--- config.mk ---
export PLATFORM = sky130hd
export DESIGN_NAME = jts16_rom_arb
export DESIGN_NICKNAME = d
export VERILOG_FILES = /design/src/rtl/jts16_rom_arb.sv
export SDC_FILE = /design/constraint.sdc
export NUM_CORES = 1
export LEC_CHECK = 0
export CAP_MARGIN = 5
export CELL_PAD_IN_SITES_DETAIL_PLACEMENT = 0
export CELL_PAD_IN_SITES_GLOBAL_PLACEMENT = 1
export CORE_MARGIN = 1
export CORE_UTILIZATION = 39
export CTS_BUF_LIST = sky130_fd_sc_hd__clkbuf_8
export CTS_CLUSTER_DIAMETER = 150
export CTS_CLUSTER_SIZE = 14
export DETAILED_ROUTE_END_ITERATION = 8
export PLACE_DENSITY = 0.87
export SLEW_MARGIN = 20
export SYNTH_ARGS = -nofsm -noshare
export SYNTH_HDL_FRONTEND = slang
export SYNTH_SLANG_ARGS = --single-unit
--- constraint.sdc ---
create_clock -name clk -period 8.2 [get_ports clk]
set_input_delay 2.05 -clock clk [delete_from_list [all_inputs] [get_ports clk]]
set_output_delay 2.05 -clock clk [all_outputs]
set_load 0.01 [all_outputs]
--- src/rtl/jts16_rom_arb.sv ---
// jts16_rom_arb: shares one SDRAM read channel among the char, map and
// scroll tile ROM fetchers. Each requester keeps a one-word cache; misses
// are served one at a time in round-robin order.
//
// Handshake: sdram_req rises with a stable sdram_addr and stays high until
// a one-cycle sdram_ack; a later one-cycle sdram_rdy carries the data (it
// may coincide with sdram_ack). Requesters see x_ok high only while x_cs is
// set and x_addr equals the cached tag.
module jts16_rom_arb #(
    parameter logic [21:0] CHAR_OFFSET = 22'h00000,
    parameter logic [21:0] MAP_OFFSET  = 22'h10000,
    parameter logic [21:0] SCR_OFFSET  = 22'h20000
)(
    input  logic        clk,
    input  logic        rst,
    input  logic        char_cs,
    input  logic [12:0] char_addr,
    output logic [31:0] char_data,
    output logic        char_ok,
    input  logic        map_cs,
    input  logic [13:0] map_addr,
    output logic [15:0] map_data,
    output logic        map_ok,
    input  logic        scr_cs,
    input  logic [15:0] scr_addr,
    output logic [31:0] scr_data,
    output logic        scr_ok,
    output logic        sdram_req,
    output logic [21:0] sdram_addr,
    input  logic        sdram_ack,
    input  logic        sdram_rdy,
    input  logic [31:0] sdram_din,
    output logic [1:0]  st_dbg
);

    typedef enum logic [1:0] {
        ST_IDLE      = 2'd0,
        ST_WAIT_ACK  = 2'd1,
        ST_WAIT_DATA = 2'd2
    } state_t;

    localparam logic [1:0] G_CHAR = 2'd0;
    localparam logic [1:0] G_MAP  = 2'd1;
    localparam logic [1:0] G_SCR  = 2'd2;

    state_t      r_state;
    logic [1:0]  r_grant;
    logic [1:0]  r_last;
    logic [15:0] r_pend_tag;
    logic        r_req;
    logic [21:0] r_addr;

    logic        r_char_valid, r_map_valid, r_scr_valid;
    logic [12:0] r_char_tag;
    logic [13:0] r_map_tag;
    logic [15:0] r_scr_tag;
    logic [31:0] r_char_data;
    logic [15:0] r_map_data;
    logic [31:0] r_scr_data;

    logic        w_busy;
    logic        w_char_hit, w_map_hit, w_scr_hit;
    logic        w_char_miss, w_map_miss, w_scr_miss;
    logic        w_any;
    logic [1:0]  w_pick;
    logic [21:0] w_new_addr;
    logic [15:0] w_new_tag;
    logic        w_fill;

    // Hit compare is combinational so ok drops as soon as the address moves.
    assign w_busy     = (r_state != ST_IDLE);
    assign w_char_hit = r_char_valid & (char_addr == r_char_tag);
    assign w_map_hit  = r_map_valid  & (map_addr  == r_map_tag);
    assign w_scr_hit  = r_scr_valid  & (scr_addr  == r_scr_tag);

    // The requester being served is not a miss until its transaction ends.
    assign w_char_miss = char_cs & ~w_char_hit & ~(w_busy & (r_grant == G_CHAR));
    assign w_map_miss  = map_cs  & ~w_map_hit  & ~(w_busy & (r_grant == G_MAP));
    assign w_scr_miss  = scr_cs  & ~w_scr_hit  & ~(w_busy & (r_grant == G_SCR));
    assign w_any       = w_char_miss | w_map_miss | w_scr_miss;

    assign char_ok   = char_cs & w_char_hit;
    assign map_ok    = map_cs  & w_map_hit;
    assign scr_ok    = scr_cs  & w_scr_hit;
    assign char_data = r_char_data;
    assign map_data  = r_map_data;
    assign scr_data  = r_scr_data;
    assign sdram_req  = r_req;
    assign sdram_addr = r_addr;
    assign st_dbg     = r_state;

    // Data lands on sdram_rdy in WAIT_DATA, or together with ack in WAIT_ACK.
    assign w_fill = ((r_state == ST_WAIT_ACK) & sdram_ack & sdram_rdy) |
                    ((r_state == ST_WAIT_DATA) & sdram_rdy);

    // Round-robin pick: search starts after the last granted requester.
    always_comb begin
        w_pick = G_CHAR;
        case (r_last)
            G_CHAR: begin
                if (w_map_miss)       w_pick = G_MAP;
                else if (w_scr_miss)  w_pick = G_SCR;
                else                  w_pick = G_CHAR;
            end
            G_MAP: begin
                if (w_scr_miss)       w_pick = G_SCR;
                else if (w_char_miss) w_pick = G_CHAR;
                else                  w_pick = G_MAP;
            end
            default: begin
                if (w_char_miss)      w_pick = G_CHAR;
                else if (w_map_miss)  w_pick = G_MAP;
                else                  w_pick = G_SCR;
            end
        endcase
    end

    // SDRAM word address and cache tag for the picked requester.
    always_comb begin
        w_new_addr = CHAR_OFFSET + {8'd0, char_addr, 1'b0};
        w_new_tag  = {3'd0, char_addr};
        case (w_pick)
            G_MAP: begin
                w_new_addr = MAP_OFFSET + {8'd0, map_addr};
                w_new_tag  = {2'd0, map_addr};
            end
            G_SCR: begin
                w_new_addr = SCR_OFFSET + {5'd0, scr_addr, 1'b0};
                w_new_tag  = scr_addr;
            end
            default: ;
        endcase
    end

    // Request FSM: one outstanding SDRAM read at a time.
    always_ff @(posedge clk) begin
        if (rst) begin
            r_state    <= ST_IDLE;
            r_grant    <= G_CHAR;
            r_last     <= G_SCR;
            r_pend_tag <= 16'd0;
            r_req      <= 1'b0;
            r_addr     <= 22'd0;
        end else begin
            case (r_state)
                ST_IDLE: begin
                    if (w_any) begin
                        r_grant    <= w_pick;
                        r_last     <= w_pick;
                        r_pend_tag <= w_new_tag;
                        r_addr     <= w_new_addr;
                        r_req      <= 1'b1;
                        r_state    <= ST_WAIT_ACK;
                    end
                end
                ST_WAIT_ACK: begin
                    if (sdram_ack) begin
                        r_req   <= 1'b0;
                        r_state <= sdram_rdy ? ST_IDLE : ST_WAIT_DATA;
                    end
                end
                ST_WAIT_DATA: begin
                    if (sdram_rdy) begin
                        r_state <= ST_IDLE;
                    end
                end
                default: begin
                    r_req   <= 1'b0;
                    r_state <= ST_IDLE;
                end
            endcase
        end
    end

    // Cache fill: stored under the tag captured at grant time.
    always_ff @(posedge clk) begin
        if (rst) begin
            r_char_valid <= 1'b0;
            r_map_valid  <= 1'b0;
            r_scr_valid  <= 1'b0;
            r_char_tag   <= 13'd0;
            r_map_tag    <= 14'd0;
            r_scr_tag    <= 16'd0;
            r_char_data  <= 32'd0;
            r_map_data   <= 16'd0;
            r_scr_data   <= 32'd0;
        end else if (w_fill) begin
            case (r_grant)
                G_CHAR: begin
                    r_char_valid <= 1'b1;
                    r_char_tag   <= r_pend_tag[12:0];
                    r_char_data  <= sdram_din;
                end
                G_MAP: begin
                    r_map_valid <= 1'b1;
                    r_map_tag   <= r_pend_tag[13:0];
                    r_map_data  <= sdram_din[15:0];
                end
                default: begin
                    r_scr_valid <= 1'b1;
                    r_scr_tag   <= r_pend_tag;
                    r_scr_data  <= sdram_din;
                end
            endcase
        end
    end

endmodule

-- After elaboration in Yosys (flattened, before gate mapping)
Index checks and enable logic that the tools add are counted.
- $add $sub $neg: 2
- eq/ne operators: 13
- muxes and demuxes: 17
- bitwise gates (word level): 29
- reductions and logical operators: 11
- operator list (kind ; count):
    19-bit case mux with 2 select lines ; 1
    16-bit case mux with 2 select lines ; 1
    18-bit by 17-bit adder with 19-bit output (first input constant) ; 1
    17-bit by 14-bit adder with 18-bit output (first input constant) ; 1
    1-bit AND ; 18
    2-bit two-way mux ; 9
    16-bit equality test ; 1
    14-bit equality test ; 1
    13-bit equality test ; 1
    2-bit by 1-bit equality test with 1-bit output (second input constant) ; 4
    1-bit NOT ; 8
    2-bit AND reduction ; 4
    2-bit equality test (second input constant) ; 3
    2-bit logical NOT ; 3
    2-bit != test (second input constant) ; 3
    2-bit case mux with 3 select lines ; 1
    3-bit AND reduction ; 2
    2-bit case mux with 2 select lines ; 1
    1-bit two-way mux ; 3
    1-bit bitwise OR ; 3
    1-bit case mux with 3 select lines ; 1
    2-bit nonzero test ; 1
    2-bit OR reduction ; 1
- bits in registers: 171
- input bits: 82
- output and inout port bits: 108
- word-level logic and storage cells: 87

-- Logic depth before layout (Yosys ltp)
- depth after elaboration: 10
- depth in mapped cells: 13
- gate-level depth less buffers: 12

-- Worst setup path after synthesis
OpenSTA, ideal clock, no wires.
- path kind: input-to-output
- from: in scr_addr[13]
- to: out scr_ok
- arrival time: 2.982 ns
- data required time: 6.150 ns
- slack: 3.168 ns
- stages on the path: 5
- path buffers: 0
- path through: xor2_1 > nor4_1 > nand2_1 > nor4_1 > and2_1
- cells in the longest elaborated chain, start to end: 3
- RTL lines (item ; RTL line ; text):
    start: declaration ; 25 ; input logic [15:0] scr_addr,
    16-bit equality test ; 74 ; assign w_scr_hit = r_scr_valid & (scr_addr == r_scr_tag);
    1-bit AND ; 74 ;
    1-bit AND ; 84 ; assign scr_ok = scr_cs & w_scr_hit;
    end: declaration ; 27 ; output logic scr_ok,
Every way passes these cells.

-- Worst setup path in the final report
- from: in scr_addr[0]
- to: out scr_ok
Same word-level chain as after synthesis.

==> impl_metrics.json <==
{
  "outcome": "finished, final reports clean",
  "cp_cell_sequence": "clkdlybuf4s50_1 -> xor2_1 -> nor4_1 -> nand2_1 -> nor4_1 -> and2_1 -> clkdlybuf4s50_1",
  "grt_remaining_overflow": 0,
  "setup.worst_path.end_class": "output pin",
  "final.min_clock_period_ns": 6.33,
  "hold-path-cell-count": 2,
  "die_h_um": 135,
  "reg2reg_depth": 12,
  "die_area_sq_um": 18200,
  "core-area_sq_um": 17300,
  "htree_num_levels": 4,
  "cp.arrival_ns": 4.28,
  "io_pins": 190,
  "totalNegativeSetupSlack_ns": 0,
  "post-route-period-util_pct": 77.2,
  "dominantRegCellSynth": "dfxtp_1",
  "cpPeakStageDelay_ns": 0.59,
  "synth_edf_count": 0,
  "grt_pass1_wl_um": 31600,
  "critical_path.max_fanout": 2,
  "syn_avg_cell_area_sq_um": 8.00,
  "timing_max_transition_violations_final": 0,
  "netlist_instances": 862,
  "diodes_inserted": 0,
  "number_of_global_route_vias_before_repair": 5824,
  "timing.final.hold_violations": 0,
  "via_per_inst": 5.06,
  "grt_antenna_before_repair": 0,
  "timing.critical_path.from_type": "input pin",
  "vias": 6342,
  "totalWireLength_um": 20600,
  "synth_top_area_share_pct": 47.9,
  "count_of_cell_types_in_the_netlist": 39,
  "postLayoutCoreUtil_pct": 53.4,
  "cellLeakagePower_nw": 3.18,
  "clkLatencyLatePin_ns": 0.45,
  "worst_slew_pin_slew_ns": 1.06,
  "x_dimension_of_the_die_um": 135,
  "slew_headroom_pct": 29.5,
  "hpwlAfterDp_um": 13900,
  "synthTopCellsByArea": "dfxtp_1, nand2_1, a21oi_1, mux2i_1, xnor2_1",
  "cts_tree": "yes",
  "cts_max_path_buffers": 2,
  "fin_hold_ws_ns": 0.457,
  "post-cts-setup-buffer-count": 0,
  "postSynth.asyncResetShare_pct": 0,
  "synth.yosys.warnings": 0,
  "totalPowerFinal_mw": 1.84,
  "wl_per_cell_um": 16.4,
  "grt_max_degree": 99,
  "layout.cells.non_filler": 1254,
  "synth_top_area_cell": "dfxtp_1",
  "filler_cell_count": 1671,
  "ctsHoldBuffers": 0,
  "power_per_cell_area_nw_per_um2": 199,
  "syn2layout_area_growth_pct": 34.0,
  "gpl.final_weighted_congestion": 0.850,
  "postRouteAntennaNets": 0,
  "cts.sink_count": 165,
  "first_pass_iters": 5,
  "unrepaired_setup_endpoints_after_global_routing": "false",
  "total_clock_buffers_created_by_cts": 17,
  "fmax_mhz": 158,
  "placementRows": 48,
  "detail_route.drc_violations": 0,
  "ctsResizeCount": 0,
  "place_inst": 1222,
  "crit_required_ns": 6.15,
  "drive_above_1_share_pct": 5.34,
  "ys_seq_elements": 165,
  "final_cell_area_sq_um": 9240,
  "placement.setup.worst_slack_ns": 1.92,
  "synthesis.area_sq_um": 6890,
  "crit_path_top_delay_cell": "clkdlybuf4s50_1",
  "sequential_fraction_of_the_synthesis_area_pct": 47.9,
  "gr_usage_total_pct": 22.6,
  "cap_viol_max_count": 0,
  "start_util_pct": 39.9,
  "port_buffers": 185,
  "nets": 1101,
  "dr.first_iter.drc_count": 391,
  "hold_path.class": "flip-flop to flip-flop",
  "cts.clk_slew.worst_paths_ns": 0.08,
  "max-vdd-ir-drop_mv": 0.107,
  "synth.top_cells.by_count": "nand2_1, a21oi_1, dfxtp_1",
  "synth.most_common_cell": "nand2_1",
  "worstSetupPathType": "input pin to output pin",
  "root_buffer_cell": "clkbuf_8",
  "final.setup_skew_ns": 0.0123,
  "final-setup-viol-count": 0,
  "placement.cell_area_sq_um": 8830,
  "final_critical_path_setup_slack_ns": 1.87
}
[state kept, by name, summed over array words and instances, names as in the netlist]
register      count
r_last            1
sdram_req         1
map_data         16
r_pend_tag       16
r_scr_valid       1
r_map_valid       1
r_char_valid      1
r_grant           2
sdram_addr       17
r_map_tag        14
scr_data         32
r_char_tag       13
r_scr_tag        16
st_dbg            2
char_data        32
[cell usage in the layout (no fill, tap or decap), types with 2 or more instances in the layout]
cell type	synthesis	routed
nand2_1	269	269
clkdlybuf4s50_1	0	184
a21oi_1	168	168
dfxtp_1	165	165
nor2_1	46	46
xnor2_1	35	35
mux2i_1	31	31
clkbuf_8	0	18
nor2b_1	15	15
nand4_1	9	9
buf_4	5	9
xor2_1	8	8
nand3_1	7	6
nor4_1	6	6
clkinvlp_4	0	5
inv_1	4	4
conb_1	1	4
nor3b_1	3	3
nand2b_1	3	3
and2_1	3	3
ha_1	3	3
clkinv_4	0	3
a2bb2oi_1	2	2
o21ai_0	2	2
a31oi_1	2	2
or3_1	2	2
nand2b_4	2	2
a21oi_2	2	2
a211oi_2	2	2
bufinv_16	0	2
clkinv_2	0	2
[final cells by class]
type	count	area [sq um]	share of cell area [%]
Timing Repair Buffer	193	1910	20.7
Clock inverter	14	154	1.67
Multi-Input combinational cell	635	3330	36.0
Tap cell	225	282	3.05
Inverter	4	15.0	0.163
Sequential cell	165	3300	35.8
Clock buffer	18	248	2.68
[critical path, delay by kind of cell]
family | cells | cell delay (ns)
XOR/XNOR | 1 | 0.16
AND/OR/NAND/NOR | 4 | 1.03
buffers and inverters | 2 | 1.04
[final timing paths]
check | start | endpoint | slack, ns
max | scr_addr[0] | scr_ok | 1.87
min | scr_data[21]$_SDFFE_PP0P_ | scr_data[21]$_SDFFE_PP0P_ | 0.46
max reg2reg | r_scr_tag[0]$_SDFFE_PP0P_ | sdram_addr[8]$_SDFFE_PP0P_ | 4.33
min reg2reg | scr_data[21]$_SDFFE_PP0P_ | scr_data[21]$_SDFFE_PP0P_ | 0.46
[power by group]
part / switching [mW] / internal, mW / total, mW / leakage [nW]
Clock: 0.314 / 0.281 / 0.596 / 0.189
Combinational: 0.195 / 0.168 / 0.363 / 1.65
Sequential: 0.0381 / 0.844 / 0.882 / 1.34
Total: 0.548 / 1.29 / 1.84 / 3.18
[layer usage]
layer	track usage, %	vias up	part of all wire [%]
met3	6.61	31	7.4
met1	30.3	2944	45
met2	33.8	232	44
li1	-	3135	-
met5	0	-	0
met4	9.36	0	2.8
[cells by family after synthesis]
logic type               share of synthesized area (%)
adder cells (fa/ha/maj)                          0.545
buffers and inverters                             4.27
flip-flops                                        47.9
AO/OA/AOI/OAI                                     14.6
XOR/XNOR                                          5.46
other                                           0.0544
AND/OR/NAND/NOR                                   22.7
multiplexers                                      4.50
No activity file was read; power rests on OpenSTA's default activity.
